File: src/rtl/seg_display.sv
// Two-digit multiplexed seven-segment driver.
// Digit 0 shows the upstream value and digit 1 shows the selected operand
// index. The value digit's decimal point flashes for FLASH cycles after the
// value changes.
module seg_display #(
  parameter int unsigned REFRESH = 50_000,
  parameter int unsigned FLASH   = 25_000_000
) (
  input  logic       clk,
  input  logic       rst_n,
  input  logic [3:0] data_in,
  input  logic       select,
  input  logic       en,
  output logic [6:0] seg_n,
  output logic [1:0] an_n,
  output logic       dp_n
);

  localparam int unsigned RW = (REFRESH > 1) ? $clog2(REFRESH) : 1;
  localparam int unsigned FW = $clog2(FLASH + 1);

  localparam logic [RW-1:0] RCNT_LAST = RW'(REFRESH - 1);
  localparam logic [FW-1:0] FCNT_LOAD = FW'(FLASH);

  typedef enum logic {
    DIG_VAL = 1'b0,
    DIG_SEL = 1'b1
  } digit_t;

  digit_t        idx, idx_nxt;
  logic [RW-1:0] rcnt, rcnt_nxt;
  logic          wrap;
  logic [FW-1:0] fcnt, fcnt_nxt;
  logic          change;
  logic [3:0]    val_reg;
  logic          sel_reg;
  logic [3:0]    digit;
  logic [6:0]    seg_nxt;
  logic [1:0]    an_nxt;
  logic          dp_nxt;

  // Active-low pattern for one digit; 10..15 render as a dash.
  function automatic logic [6:0] decode(input logic [3:0] v);
    logic [6:0] s;
    case (v)
      4'd0:    s = 7'h40;
      4'd1:    s = 7'h79;
      4'd2:    s = 7'h24;
      4'd3:    s = 7'h30;
      4'd4:    s = 7'h19;
      4'd5:    s = 7'h12;
      4'd6:    s = 7'h02;
      4'd7:    s = 7'h78;
      4'd8:    s = 7'h00;
      4'd9:    s = 7'h10;
      default: s = 7'h3F;
    endcase
    return s;
  endfunction

  // Refresh counter: counts 0..REFRESH-1, wrap marks the end of a scan slot.
  always_comb begin
    wrap     = (rcnt == RCNT_LAST);
    rcnt_nxt = wrap ? '0 : rcnt + RW'(1);
  end

  // Digit scan FSM: advance to the other digit on every refresh wrap.
  always_comb begin
    idx_nxt = idx;
    case (idx)
      DIG_VAL: if (wrap) idx_nxt = DIG_SEL;
      DIG_SEL: if (wrap) idx_nxt = DIG_VAL;
      default: idx_nxt = DIG_VAL;
    endcase
  end

  // Flash counter: reload on any value change (retrigger), else count down to 0.
  always_comb begin
    change = (data_in != val_reg);
    if (change) begin
      fcnt_nxt = FCNT_LOAD;
    end else if (fcnt != '0) begin
      fcnt_nxt = fcnt - FW'(1);
    end else begin
      fcnt_nxt = fcnt;
    end
  end

  // Next output values, built from the current (registered) scan state.
  always_comb begin
    digit   = (idx == DIG_VAL) ? val_reg : {3'b000, sel_reg};
    seg_nxt = decode(digit);
    an_nxt  = '1;
    if (en) begin
      an_nxt = (idx == DIG_VAL) ? 2'b10 : 2'b01;
    end
    dp_nxt  = ~(en && (idx == DIG_VAL) && (fcnt != '0));
  end

  // Scan and flash state registers; rcnt and fcnt keep running while en is low.
  always_ff @(posedge clk or negedge rst_n) begin
    if (!rst_n) begin
      idx     <= DIG_VAL;
      rcnt    <= '0;
      fcnt    <= '0;
      val_reg <= '0;
      sel_reg <= 1'b0;
    end else begin
      idx     <= idx_nxt;
      rcnt    <= rcnt_nxt;
      fcnt    <= fcnt_nxt;
      val_reg <= data_in;
      sel_reg <= select;
    end
  end

  // Registered outputs; blank while in reset.
  always_ff @(posedge clk or negedge rst_n) begin
    if (!rst_n) begin
      seg_n <= '1;
      an_n  <= '1;
      dp_n  <= 1'b1;
    end else begin
      seg_n <= seg_nxt;
      an_n  <= an_nxt;
      dp_n  <= dp_nxt;
    end
  end

endmodule

File: config.mk
export PLATFORM = sky130hd
export DESIGN_NAME = seg_display
export DESIGN_NICKNAME = d
export VERILOG_FILES = /design/src/rtl/seg_display.sv
export SDC_FILE = /design/constraint.sdc
export NUM_CORES = 1
export LEC_CHECK = 0
export BUFFER_PORTS_ARGS = -buffer_cell sky130_fd_sc_hd__buf_4
export CAP_MARGIN = 30
export CORE_UTILIZATION = 50
export DETAILED_ROUTE_END_ITERATION = 7
export PLACE_DENSITY = 0.68
export RECOVER_POWER = 100
export SLEW_MARGIN = 20
export SYNTH_ARGS = -nofsm -noshare
export SYNTH_HDL_FRONTEND = slang
export SYNTH_SLANG_ARGS = --single-unit
export TNS_END_PERCENT = 1
File: constraint.sdc
create_clock -name clk -period 2.7 [get_ports clk]
set_input_delay 0.54 -clock clk [delete_from_list [all_inputs] [get_ports clk]]
set_output_delay 0.54 -clock clk [all_outputs]
set_load 0.02 [all_outputs]
=== After elaboration in Yosys (flattened, before gate mapping) ===
Memories as Yosys holds them, arrays and structs flattened. A register that Yosys moved wholly into a read port is not among the register bits.
Cells that the tools add are included.

* Eq/ne operators: 2
* Div/mod/pow operators: 0
* Mux-type cells: 9
* Order comparisons: 0
* Multiply operators: 0
* Reductions and logical operators: 5
* Add/subtract/negate cells: 2
* Shifts and indexed selects: 0
* Bitwise logic cells: 2

{| class="wikitable"
|+ Operators by type and width
! operator !! count
|-
| $mux W25 || 2
|-
| $reduce_bool A25 Y1 || 1
|-
| $sub A25 B1 Y25 const B || 1
|-
| $add A16 B1 Y16 const B || 1
|-
| $eq A16 B16 Y1 const B || 1
|-
| $mux W16 || 1
|-
| $mux W2 || 2
|-
| $mux W4 || 1
|-
| $ne A4 B4 Y1 || 1
|-
| $logic_and A1 B1 Y1 || 2
|-
| $mux W1 || 2
|-
| $not A1 Y1 || 2
|-
| $pmux W1 S2 || 1
|-
| $reduce_bool A2 Y1 || 1
|-
| $logic_not A1 Y1 || 1
|}

* Output and inout bits: 10
* Memory bits (read-only): 112
* Bits of input ports: 8
* Memory bits (writable): 0
* Latch bits: 0
* Memories kept: 1
* Flip-flop bits (word level): 50
* Word-level logic and storage cells: 28

{| class="wikitable"
|+ Memories
! name !! words !! bits a word !! read ports !! clocked after Yosys merged registers in !! wr ports !! RTL line !! text
|-
| (name not given) || 16 || 7 || 1 || 1 || 0 || 45 || <nowiki>case (v)</nowiki>
|}

=== Logic depth before layout (Yosys ltp) ===
Gate-level depths: netlist of run 1.

* Depth in word-level cells: 4
* Depth in mapped cells: 8
* Mapped depth without buffers: 7

=== Worst setup path before layout of run 1 ===
Ideal clock, no wire load.

* Path type: register to register
* Start: register fcnt[3]
* End: register fcnt[12]
* Setup time: 0.132 ns
* Arrival time: 1.919 ns
* Period minus slack after synthesis: 2.051 ns
* Buffers on the path: 1
* Path slack: 0.649 ns
* Stages on the path, launching flop included: 7
* Required time: 2.568 ns
* Path through: dfrtp_1 or3_1 or4_4 buf_6 a2111oi_4 xnor2_1 nand2_1

* Cells in the longest elaborated chain, start to end: 3
* Elaborated cells on any way between the ends: 5
* Those cells by class: add/sub (1); mux (2); reduce/logical (2)

{| class="wikitable"
|+ RTL lines
! item !! RTL line !! text
|-
| from (decl) || 33 || <nowiki>logic [FW-1:0] fcnt, fcnt_nxt;</nowiki>
|-
| from (signal assigned) || 111 || <nowiki>fcnt <= fcnt_nxt;</nowiki>
|-
| $sub A25 B1 Y25 || 83 || <nowiki>fcnt_nxt = fcnt - FW'(1);</nowiki>
|-
| $mux W25 || 82 || <nowiki>end else if (fcnt != '0) begin</nowiki>
|-
| $mux W25 || 80 || <nowiki>if (change) begin</nowiki>
|}

Parallel ways exist; a longest one is shown, timed or not. The select of a mux whose other input is x is not followed.
A chain may end at the register's enable or synchronous reset.

=== Worst setup path in the final report of run 1 ===
* Start: register fcnt[3]
* End: register fcnt[16]

The elaborated chain is that of the path after synthesis.

==> impl_results.md, run 1 <==
- Maximum resistive drop on vdd: 0.411 mV
- Power per cell area: 560 nW/um2
- Arrival time of data at the critical path endpoint: 2590 ps
- Gates resized, CTS repair: 0
- Ranking of synthesized cells by instance count: dfrtp_1 (47), nor2_1 (39), o21ai_0 (16), nand2_1 (14), xnor2_1 (14)
- Initial antenna violation count: 0
- Most area-hungry cell type in the Yosys netlist: dfrtp_1
- Capturing element type of the critical path: register
- Layout Area Growth over Synthesis: 9.72%
- Max-slew headroom: 8.16%
- Leakage component of the power: 1.33 nW
- Pin count of the biggest net entering global routing: 58
- Crit share post-route: 88.8%
- Area occupied by multi-input gates: 1290 um2
- Vias post-DR: 2104
- Die ar.: 6050 um2
- Fraction of the mapped netlist area in compound gates: 12.6%
- Wire length of the first global-routing pass: 9720 um
- Antenna Nets Post-Route: 0
- Worst path max stage delay: 650 ps
- Net count of the finished layout: 322
- Count of final setup violators: 0
- TritonCTS Buffers: 9
- Die span in x: 77.8 um
- Clock slew seen by the registers of the worst setup and hold paths: 60 ps
- Startpoint-to-endpoint class of the critical path: register to register
- Peak fanout along the critical path: 8
- Most frequent cell after synthesis: dfrtp_1
- Starting utilization of the core area: 52.1%
- WL/cell: 14.2 um
- Core Box Area: 5510 um2
- Cells along the critical path: or3_1 > or4_1 > a2111oi_0 > xnor2_1 > nand2_1
- XOR/XNOR share of the synthesized area: 8.24%
- Simple-gate area share of the yosys netlist: 22.6%
- Setup slack on the worst flop-to-flop path: 300 ps
- Hold WC Path Type: input port to register
- Leading post-synthesis cells by cell area: dfrtp_1 (41%), dfstp_2 (9.2%), nor2_1 (5.1%)
- Vias/cell: 5.49
- Yosys top cell area share: 41.0%
- Transition at the pin with the smallest max-transition slack: 1380 ps
- Buffering stage count on the worst path with inverters included: 0
- Fin. Hold Viols: 0
- Detailed placer's ending HPWL: 3750 um
- Largest registers: fcnt (25), rcnt (16), seg_n (7)
- Endpoint of the most critical register-to-register path: fcnt[16]
- Maximum clock skew at final layout: 10.3 ps
- Fraction of final layout cells sized beyond drive strength 1: 12.5%
- Proportion of power drawn by the clock network: 41.3%
- Required time reported for the critical path endpoint: 2890 ps
- Post-Syn Area: 2870 um2
- Critical-path cell with the highest stage delay: or4_1
- HP Start: select
- Switching power: 0.433 mW
- Register Area: 1440 um2
- GRT Residual Overflow: 0
- Setup Total Neg Slack: 0 ps
- Pre-antenna DRT Iters: 4
- Endpoint of the most critical setup path: fcnt[16]
- Via count of the first global-routing pass: 2100
- Minimum setup slack after placement: 393 ps
- DRC violation total after the first TritonRoute iteration: 115
- Synthesized netlist net count: 296
- Adder-cell share of the synthesized area: 3.49%
- Source of the critical timing path: fcnt[3]
- Flip-flop count of the largest register, all copies and words added: 25
- Final core utilization: 57.2%
- Filler instances: 513
- F_max: 0.417 GHz
- Clock Path Buffers: 2
- Multiplexer fraction of the synthesized cell area: 0.392%
- Reported max-cap violation count: 0
- Die Y-Extent: 77.8 um
- Total global routing track utilization: 20.9%
- Diode insertion count for antenna repair: 0
- Mapped Avg Cell Area: 10.3 um2
- Ports placed on the boundary: 18
- Asr flop ratio synth: 100%
- Post-layout worst setup margin: 301 ps
- Overall routed net length: 5440 um
- Reg-to-reg critical path startpoint: fcnt[3]
- Count of warnings emitted by yosys: 0
- Run status: finished clean
- Flop and latch count out of synthesis: 57
- Count of port buffers added during placement: 17
- PnR Total Power: 1.77 mW
- Internal power component: 1.33 mW
- Fraction of power spent switching nets: 24.5%
- Commonest register cell after synthesis: dfrtp_1
- Sequential-to-total area share from yosys stat: 50.1%
- Number of cells traversed by the worst register-to-register path: 5
- Combinational share of power: 7.9%
- Final critical delay including setup and external delays: 2400 ps
- Largest register by flop count: fcnt
- Family with the most delay on the worst path: simple AND/OR/NAND/NOR gates
- Clock insertion delay at the later pin of the skew report: 340 ps
- Dominant combinational cell family by area after synthesis: simple AND/OR/NAND/NOR gates
- Clock tree from TritonCTS: built
- Final weighted congestion of routability-driven global placement: 0.819
- RSZ-0062 raised after global routing: no
- Post-route DRC violation count: 0
- Number of clock sinks: 57
- Cell Rows: 27
- Number of enable-type register cells in the synthesized netlist: 0
- Post-CTS Hold Fix Bufs: 0
- Critical path startpoint category: register
- Stages on the worst setup path: 5
- H-Tree Depth: 3
- Postcts setup bufs: 0
- Share of power burned in registers: 50.8%
- Root Buffer: clkbuf_8
- Post-synthesis cell count: 280
- Unique masters post-synth: 47
- Pins over their slew limit: 0
[layout by cell type, fill, tap and decap left out, types with 8 or more instances in the layout]
master / n
clkbuf_1: 16
nor3_1: 8
nand4_1: 8
xor2_1: 13
dfstp_2: 10
xnor2_1: 14
inv_1: 10
a21oi_1: 12
nand3_1: 12
ha_1: 8
dfrtp_1: 47
clkbuf_8: 12
nor2_1: 39
nand2_1: 14
o21ai_0: 16
[through the flow]
stage	cells	instance area [um2]	hold slack, ps
final	383	3150	337
after detailed placement	367	3090	480
after global routing	383	3150	323
after floorplan	280	2870	244
after CTS	383	3280	276
after global placement	367	3090	468
[metal layers]
| layer | track usage [%] | vias up | share of wire [%] |
|---|---|---|---|
| li1 | - | 1053 | - |
| met1 | 27.4 | 1013 | 48 |
| met2 | 32.4 | 27 | 47 |
| met3 | 4.47 | 11 | 2.8 |
| met4 | 11.1 | 0 | 2.2 |
| met5 | 0 | - | 0 |
[worst min path at each step]
stage,endpoint,slack [ps],cells after the start
final,sel_reg,340,1
after global routing,sel_reg,320,1
after floorplan,fcnt[0],240,0
after global placement,rcnt[0],470,1
after detailed placement,rcnt[0],480,1
after CTS,fcnt[12],280,1
[kinds of logic (layout without fill, tap and decap cells)]
| kind of cell | Yosys count | count (layout) |
|---|---|---|
| compound gates | 49 | 49 |
| xor+xnor | 27 | 27 |
| fa+ha+maj | 8 | 8 |
| buf+inv | 17 | 48 |
| flops | 57 | 57 |
| mux | 1 | 1 |
| simple gates | 121 | 121 |
[layout make-up]
cell class / count / area share [%]
clock inverter: 3 / 0.477
timing repair buffer: 22 / 3.38
sequential: 57 / 45.7
multi-input combinational: 206 / 41.1
tap: 72 / 2.86
clock buffer: 13 / 5.36
inverter: 10 / 1.19
[power groups by stage]
stage / clock, mW / sequential, mW / combinational (mW)
final: 0.729 / 0.897 / 0.140
after global routing: 0.783 / 0.900 / 0.159
after CTS: 0.749 / 0.897 / 0.158
after global placement: 0 / 0.912 / 0.155
after floorplan: 0 / 0.921 / 0.0832
after detailed placement: 0 / 0.912 / 0.157
Note: power is estimated with default switching activity, not from simulation.
==> run 2: changes to the inputs <==
PLACE_DENSITY = 0.7   (was 0.68)
clock period = 2.05 ns   (was 2.7 ns; I/O delays follow)
==> impl_results.md, run 2 (synthesized netlist as in run 1, its figures left out) <==
- Run status: finished clean
- Crit share post-route: 99.4% (+11 points)
- Antenna Nets Post-Route: 0 (unchanged)
- Cells along the critical path: or3_1 > or4_4 > or4b_1 > nand3_1
- Core Box Area: 5510 um2 (unchanged)
- Startpoint-to-endpoint class of the critical path: register to register
- WL/cell: 13.8 um (-2.5%)
- Largest register by flop count: fcnt
- Clock Path Buffers: 2 (unchanged)
- Vias post-DR: 2222 (+5.6%)
- Power per cell area: 680 nW/um2 (+21%)
- Pin count of the biggest net entering global routing: 58 (unchanged)
- Pins over their slew limit: 0 (unchanged)
- Wire length of the first global-routing pass: 9830 um (+1.1%)
- Number of clock sinks: 57 (unchanged)
- DRC violation total after the first TritonRoute iteration: 90 (-22%)
- Post-route DRC violation count: 0 (unchanged)
- Clock tree from TritonCTS: built
- Transition at the pin with the smallest max-transition slack: 1370 ps (-11.7 ps)
- Net count of the finished layout: 344 (+6.8%)
- Fin. Hold Viols: 0 (unchanged)
- Family with the most delay on the worst path: simple AND/OR/NAND/NOR gates
- Register Area: 1440 um2 (unchanged)
- Endpoint of the most critical register-to-register path: fcnt[24]
- Post-CTS Hold Fix Bufs: 0 (unchanged)
- Fraction of final layout cells sized beyond drive strength 1: 19.8% (+7.3 points)
- Largest registers: fcnt (25), rcnt (16), seg_n (7)
- Post-layout worst setup margin: 12.2 ps (-289 ps)
- Filler instances: 487 (-5.1%)
- Peak fanout along the critical path: 8 (unchanged)
- Buffering stage count on the worst path with inverters included: 0 (unchanged)
- Root Buffer: clkbuf_8
- Starting utilization of the core area: 52.1% (unchanged)
- Vias/cell: 5.49 (-0.13%)
- Detailed placer's ending HPWL: 3930 um (+4.8%)
- Worst path max stage delay: 600 ps (-50 ps)
- Final core utilization: 61.7% (+4.5 points)
- GRT Residual Overflow: 0 (unchanged)
- Maximum resistive drop on vdd: 0.463 mV (+13%)
- Capturing element type of the critical path: register
- Most common library cell in the layout ignoring fill and taps: dfrtp_1
- Leakage component of the power: 1.43 nW (+7.8%)
- Max-slew headroom: 8.94% (+0.78 points)
- Critical-path cell with the highest stage delay: or4_4
- Overall routed net length: 5600 um (+3.1%)
- Number of cells traversed by the worst register-to-register path: 4 (-1)
- RSZ-0062 raised after global routing: yes
- Via count of the first global-routing pass: 2231 (+6.2%)
- Arrival time of data at the critical path endpoint: 2310 ps (-280 ps)
- Final weighted congestion of routability-driven global placement: 0.812 (-0.75%)
- Number of instances on the worst hold path: 1 (unchanged)
- Die span in x: 77.8 um (unchanged)
- Worst slack on hold paths: 200 ps (-137 ps)
- Flip-flop count of the largest register, all copies and words added: 25 (unchanged)
- Final critical delay including setup and external delays: 2040 ps (-361 ps)
- Diode insertion count for antenna repair: 0 (unchanged)
- Pre-antenna DRT Iters: 4 (unchanged)
- Initial antenna violation count: 0 (unchanged)
- Number of standard cells in the layout, taps in and fillers out: 405 (+5.7%)
- Die Y-Extent: 77.8 um (unchanged)
- H-Tree Depth: 3 (unchanged)
- Total global routing track utilization: 21.0% (+0.039 points)
- Hold EP: sel_reg
- Count of port buffers added during placement: 17 (unchanged)
- Placed cell count: 389 (+6.0%)
- Layout Area Growth over Synthesis: 18.3%
- Hold WC Path Type: input port to register
- Clock insertion delay at the later pin of the skew report: 340 ps (about the same)
- Reported max-cap violation count: 0 (unchanged)
- Count of final setup violators: 0 (unchanged)
- Minimum setup slack after placement: -27.1 ps (-420 ps)
- Clock slew seen by the registers of the worst setup and hold paths: 60 ps (about the same)
- Die ar.: 6050 um2 (unchanged)
- HP Start: select
- TritonCTS Buffers: 9 (unchanged)
- Critical path startpoint category: register
- Cell Rows: 27 (unchanged)
- Area occupied by multi-input gates: 1390 um2 (+7.2%)
- Source of the critical timing path: fcnt[5]
- Ports placed on the boundary: 18 (unchanged)
- Required time reported for the critical path endpoint: 2320 ps (-570 ps)
- F_max: 0.491 GHz (+18%)
- Reg-to-reg critical path startpoint: fcnt[5]
- Postcts setup bufs: 0 (unchanged)
- Maximum clock skew at final layout: 5.35 ps (-4.95 ps)
- Most used cells in the layout excluding fill and tap cells: dfrtp_1 (47), nor2_1 (38), buf_4 (25)
- Setup slack on the worst flop-to-flop path: 10 ps (-290 ps)
==> run 2: power by group <==
part / switching, mW / internal (mW) / leakage [nW]
Combinational: 0.132 / 0.0815 / 0.671
Clock: 0.414 / 0.504 / 0.0877
Sequential: 0.0169 / 1.16 / 0.672
==> run 2: timing repair <==
action / 4_1_cts / 5_1_grt
endpoints found under the setup margin: 3 / 17
pin swaps: 1 / 6
endpoints found under the hold margin: 0 / 0
resized for setup: 1 / 6
==> run 2: worst reg2reg max path, cell delays in order, from the launching register on <==
cell,delay (ps)
dfrtp_1,370
or3_1,400
or4_4,600
or4b_1,510
nand3_1,100
==> run 2: worst max-delay path by stage <==
stage | to | cells past startpoint | slack [ps]
6_report | fcnt[24] | 4 | 10
2_1_floorplan | fcnt[12] | 6 | -0.2
3_3_place_gp | fcnt[16] | 5 | 20
4_1_cts | fcnt[20] | 7 | 5
5_1_grt | fcnt[20] | 5 | -60
3_5_place_dp | fcnt[20] | 7 | -30
==> run 2: metrics by stage <==
stage	area [um2]	total power, mW	TNS (ps)
after detailed placement	3260	1.43	-34.0
after CTS	3430	2.36	0
after floorplan	2870	1.32	-0.369
after global placement	3260	1.42	0
after global routing	3400	2.42	-132
final	3400	2.31	0
==> run 2: final cells by class <==
cell class              instances  area share (%)
inverters                      10            1.11
repair buffers                 44            8.00
flip-flops and latches         57            42.4
well taps                      72            2.65
clock buffers                  15            4.90
clock inverters                 1           0.147
multi-input cells             206            40.8
==> run 2: metal layers <==
metal  up-vias  part of all wire, %  global-route usage, %
met5         -                    0                      0
met4         0                  1.5                   7.92
met3        10                  4.1                   7.29
met2        35                   48                   33.0
met1      1085                   46                   26.5
li1       1092                    -                      -
